$ cat src/rtl/ifetch_unit_if.sv
// Fetch-stage bus: instruction ROM port, redirect/halt control, and the decode handshake.
// master is the fetch unit; slave is the ROM/decode/branch environment around it.
interface ifetch_unit_if #(
   parameter int A      = 8,
   parameter int W_INST = 32
);
   logic [A-1:0]      rom_addr_o;
   logic [W_INST-1:0] rom_data_i;
   logic              redirect_i;
   logic [A-1:0]      redirect_pc_i;
   logic              halt_i;
   logic              inst_valid_o;
   logic              inst_ready_i;
   logic [W_INST-1:0] inst_o;
   logic [A-1:0]      inst_pc_o;

   modport master (
      output rom_addr_o, inst_valid_o, inst_o, inst_pc_o,
      input  rom_data_i, redirect_i, redirect_pc_i, halt_i, inst_ready_i
   );

   modport slave (
      input  rom_addr_o, inst_valid_o, inst_o, inst_pc_o,
      output rom_data_i, redirect_i, redirect_pc_i, halt_i, inst_ready_i
   );
endinterface

$ cat src/rtl/ifetch_unit.sv
// Instruction fetch: owns the PC, reads the ROM combinationally, and buffers
// {pc, inst} pairs in a 2-entry queue toward decode. Redirect flushes the queue.
module ifetch_unit #(
   parameter int           A        = 8,
   parameter int           W_INST   = 32,
   parameter logic [A-1:0] RESET_PC = '0
) (
   input  logic         clk,
   input  logic         rst,
   ifetch_unit_if.master bus
);

   logic [A-1:0]      pc_q,   pc_d;
   logic [1:0]        count_q, count_d;
   logic              head_q, head_d;
   logic [A-1:0]      ent_pc_q   [2];
   logic [A-1:0]      ent_pc_d   [2];
   logic [W_INST-1:0] ent_inst_q [2];
   logic [W_INST-1:0] ent_inst_d [2];

   logic deq;
   logic fetch;
   logic tail;

   // Outputs depend only on registered state, so decode sees no input-to-output path.
   assign bus.rom_addr_o   = pc_q;
   assign bus.inst_valid_o = (count_q != 2'd0);
   assign bus.inst_o       = bus.inst_valid_o ? ent_inst_q[head_q] : '0;
   assign bus.inst_pc_o    = bus.inst_valid_o ? ent_pc_q[head_q]   : '0;

   assign deq   = bus.inst_valid_o & bus.inst_ready_i;
   assign fetch = !bus.halt_i && !bus.redirect_i && ((count_q != 2'd2) || deq);
   // Tail is head+count mod 2; when full it aliases the head slot being popped.
   assign tail  = head_q ^ count_q[0];

   always_comb begin
      // NOTE: every _d gets a default first so no path through this block infers a latch.
      pc_d       = pc_q;
      count_d    = count_q;
      head_d     = head_q;
      ent_pc_d   = ent_pc_q;
      ent_inst_d = ent_inst_q;

      if (bus.redirect_i) begin
         pc_d    = bus.redirect_pc_i;
         count_d = 2'd0;
         head_d  = 1'b0;
      end else begin
         if (deq) begin
            head_d = ~head_q;
         end
         if (fetch) begin
            ent_pc_d[tail]   = pc_q;
            ent_inst_d[tail] = bus.rom_data_i;
            pc_d             = pc_q + A'(1);
         end
         count_d = count_q - {1'b0, deq} + {1'b0, fetch};
      end
   end

   always_ff @(posedge clk) begin
      // NOTE: sequential state uses non-blocking assignments only.
      if (rst) begin
         pc_q    <= RESET_PC;
         count_q <= 2'd0;
         head_q  <= 1'b0;
         // NOTE: the queue storage is cleared on reset too, so no stale entry survives it.
         for (int i = 0; i < 2; i++) begin
            ent_pc_q[i]   <= '0;
            ent_inst_q[i] <= '0;
         end
      end else begin
         pc_q       <= pc_d;
         count_q    <= count_d;
         head_q     <= head_d;
         ent_pc_q   <= ent_pc_d;
         ent_inst_q <= ent_inst_d;
      end
   end

endmodule

$ cat src/flat_wrapper.sv
// flat-port wrapper written by rule: the top's interface ports become plain ports
module ifetch_unit_flat 
#(
   parameter int           A        = 8,
   parameter int           W_INST   = 32,
   parameter logic [A-1:0] RESET_PC = '0
)
  (clk, rst, bus_rom_addr_o, bus_inst_valid_o, bus_inst_o, bus_inst_pc_o, bus_rom_data_i, bus_redirect_i, bus_redirect_pc_i, bus_halt_i, bus_inst_ready_i);
  ifetch_unit_if #(.A(A), .W_INST(W_INST)) bus_i ();
  input  logic clk;
  input  logic rst;
  output wire logic [$bits(bus_i.rom_addr_o)-1:0] bus_rom_addr_o;
  output wire logic [$bits(bus_i.inst_valid_o)-1:0] bus_inst_valid_o;
  output wire logic [$bits(bus_i.inst_o)-1:0] bus_inst_o;
  output wire logic [$bits(bus_i.inst_pc_o)-1:0] bus_inst_pc_o;
  input wire logic [$bits(bus_i.rom_data_i)-1:0] bus_rom_data_i;
  input wire logic [$bits(bus_i.redirect_i)-1:0] bus_redirect_i;
  input wire logic [$bits(bus_i.redirect_pc_i)-1:0] bus_redirect_pc_i;
  input wire logic [$bits(bus_i.halt_i)-1:0] bus_halt_i;
  input wire logic [$bits(bus_i.inst_ready_i)-1:0] bus_inst_ready_i;
  assign bus_rom_addr_o = bus_i.rom_addr_o;
  assign bus_inst_valid_o = bus_i.inst_valid_o;
  assign bus_inst_o = bus_i.inst_o;
  assign bus_inst_pc_o = bus_i.inst_pc_o;
  assign bus_i.rom_data_i = bus_rom_data_i;
  assign bus_i.redirect_i = bus_redirect_i;
  assign bus_i.redirect_pc_i = bus_redirect_pc_i;
  assign bus_i.halt_i = bus_halt_i;
  assign bus_i.inst_ready_i = bus_inst_ready_i;
  ifetch_unit #(.A(A), .W_INST(W_INST), .RESET_PC(RESET_PC)) u_core (.clk(clk), .rst(rst), .bus(bus_i));
endmodule
$ cat config.mk
export PLATFORM = sky130hd
export DESIGN_NAME = ifetch_unit_flat
export DESIGN_NICKNAME = d
export VERILOG_FILES = /design/src/rtl/ifetch_unit_if.sv /design/src/rtl/ifetch_unit.sv /design/src/flat_wrapper.sv
export SDC_FILE = /design/constraint.sdc
export NUM_CORES = 1
export LEC_CHECK = 0
export ABC_AREA = 1
export BUFFER_PORTS_ARGS = -buffer_cell sky130_fd_sc_hd__buf_2
export CAP_MARGIN = 15
export CORE_MARGIN = 10
export CORE_UTILIZATION = 58
export DETAILED_ROUTE_END_ITERATION = 8
export GPL_TIMING_DRIVEN = 1
export PLACE_DENSITY = 0.87
export SYNTH_ARGS = -nofsm -noshare
export SYNTH_HDL_FRONTEND = slang
export SYNTH_SLANG_ARGS = --single-unit
$ cat constraint.sdc
create_clock -name clk -period 2.4 [get_ports clk]
set_input_delay 0.48 -clock clk [delete_from_list [all_inputs] [get_ports clk]]
set_output_delay 0.48 -clock clk [all_outputs]
set_load 0.03 [all_outputs]
==> run metrics <==
PortBufs between 90 and 100; DRT antenna net count 0; kind of critical path reg2out; die width between 100 and 150 um; # DRC 0; CP required 1.92 ns; outcome finished, final reports clean; endpoints failing setup 0; share of cells above drive strength 1 19.7%; Layout area overhead 16.2%; Post-CTS Setup Bufs 0; Netlist Area Pre-Place ~4200 um2; min Tclk post-route around 2.2 ns; dpl ws between 0.5 and 0.6 ns; Initial Utilization roughly three fifths; Root Buffer clkbuf_8; Syn Nets about 650; Detailed Route WL roughly 11 mm; flop-to-flop setup slack approximately 0.57 ns; Worst Max-Slew Pin Slew around 0.56 ns; vias per std cell ~5.5; clk sinks a little over 90; Relative slew margins between 60% and 70%; largest net degree at the start of global routing 43; Placer Congestion 0.841; Critical Path Max Stage Delay 0.46 ns; Seq cells post-synth between 90 and 100; Worst-path clk slew about 0.090 ns; worst-path cell chain nor2_1 -> inv_1 -> buf_6 -> o21ai_0 -> a21oi_1 -> buf_2; Seq/Total Area, Yosys a little over two fifths; # nets final 718; ANT cells 0; HP Class in2reg; hold slack final between 0.3 and 0.4 ns; Power Total 0.00292 W; P_leak a little under 2 nW; final worst path period share 91.1%; Rows 30; gr usage total approximately 20%; DRT Pass-1 Iters 5; global-route wire length before repair roughly 19 mm; Critical-path top delay cell dfxtp_1; Hold Vio Cnt, Final 0; Max VDD drop between 300 and 400 uV; fin util 70.3%; TritonCTS buffer count 9; CTS tree built; clk buf depth 2; Setup crit end kind output pin; Mapped Cells ~600; fmax between 0.4 and 0.5 GHz; power per cell area ~600 nW/um2; YS warnings 0; skew final 0.00731 ns; via count 4,272; Filler cells 601; count of different cell masters after synthesis 18; WL/cell 14.8 um; Synth Area per Inst approximately 7.0 um2; Max Cap Violations 0; gr ovfl total 0; final worst setup slack around 0.21 ns; number of global-route vias before repair about 4,100; drt first-iter violations roughly 270; total number of H-tree levels 3; Die Area approximately 11,000 um2; CP max FO 27; initial antenna violation count 0; startpoint types flip-flop; critical path arrival about 1.7 ns; setup_tns 0 ns; RSZ-0062 raised after global routing false; io pins 94; dpl hpwl about 7.9 mm; die height ~100 um; Pins Over Slew Limit 0; Skew-Pair Late Insertion Delay about 0.36 ns; core region area between 6000 and 7000 um2
## through the flow
stage,cells,area (um2)
2_1_floorplan,598,4180
5_1_grt,772,4850
4_1_cts,772,4850
3_3_place_gp,756,4670
3_5_place_dp,756,4670
6_report,772,4850
## power breakdown
| part | internal [W] | total, W | switching, W |
|---|---|---|---|
| registers | 0.00156 | 0.00160 | 0.0000392 |
| logic | 0.000121 | 0.000372 | 0.000250 |
| clock network | 0.000407 | 0.000952 | 0.000546 |
## worst paths after layout
check,startpoint,to,cells past startpoint
worst max register to register,u_core.count_q[0],u_core.ent_pc_q[0],7
worst min register to register,u_core.ent_pc_q[13],u_core.ent_pc_q[13],2
worst min-delay path,rst,u_core.bus.rom_addr_o[7],2
worst max-delay path,u_core.count_q[0],bus_inst_o[30],6
## state kept, by name, summed over array words and instances (netlist names)
register               cells
u_core.count_q             2
u_core.bus.rom_addr_o      8
u_core.ent_inst_q         64
u_core.head_q              1
u_core.ent_pc_q           16
## layer usage
layer | GRT usage, % | vias up | wire (um)
met5 | 0 | - | 0
met4 | 7.94 | 0 | 209
met3 | 4.79 | 18 | 806
met2 | 33.7 | 171 | 5670
met1 | 23.7 | 1953 | 4760
li1 | - | 2130 | -
## layout by cell type, fill, tap and decap left out
master      synthesis  final
nand2_1           110    110
inv_2               3      3
nor3b_1             1      1
dfxtp_2             0      1
dfxtp_1            91     90
o21bai_1            2      2
clkinv_4            0      1
clkbuf_8            0     10
clkinvlp_4          0      4
buf_4               0     18
ha_1                2      2
or2_2               1      1
buf_6               5      1
nor3_1              2      2
xnor2_4             0      1
clkbuf_1           28      1
o21ai_0            42     42
inv_1              56     56
a21oi_1           128    128
nand3_1            98     98
buf_2              17     93
nor2_1              9      9
xnor2_1             2      2
## cells in the mapped netlist, drive strengths merged
cell type | instances | area, um2
ha | 2 | 25.0
nand3 | 98 | 490
clkbuf | 28 | 105
o21ai | 42 | 210
xnor2 | 3 | 33.8
a21oi | 128 | 641
nor3b | 1 | 7.51
nor2 | 9 | 33.8
buf | 22 | 141
nor3 | 2 | 10.0
nand2 | 110 | 413
o21bai | 2 | 15.0
or2 | 1 | 6.26
dfxtp | 91 | 1820
inv | 59 | 221
## worst max-delay path, delay by kind of cell (launching register included)
family                 cells  cell delay [ns]
buffers and inverters      3             0.55
DFF                        1             0.46
AOI/OAI and AO/OA          2             0.28
and+or+nand+nor            1             0.06
## cells by family (layout without fill, tap and decap cells)
family	after synthesis	in the layout	synth area share, %
and+or+nand+nor	221	221	23.0
adders and majority gates	2	2	0.599
xor gates and xnor gates	3	3	0.809
buffers and inverters	109	187	11.2
DFF	91	91	43.6
AOI/OAI and AO/OA	172	172	20.7
## cell type report
| cell class | count | area (um2) | share of cell area [%] |
|---|---|---|---|
| multi-input combinational | 398 | 1900 | 39.1 |
| clock buffer | 11 | 141 | 2.91 |
| tap | 96 | 120 | 2.47 |
| clock inverter | 5 | 38.8 | 0.799 |
| timing repair buffer | 112 | 612 | 12.6 |
| sequential | 91 | 1820 | 37.6 |
| inverter | 59 | 221 | 4.56 |
## timing repair
item	CTS	global route
hold buffers	0	0
hold endpoints to repair	0	0
endpoints found under the setup margin	0	1
gates resized for setup	0	1
Power figures use the tool's default switching activity.
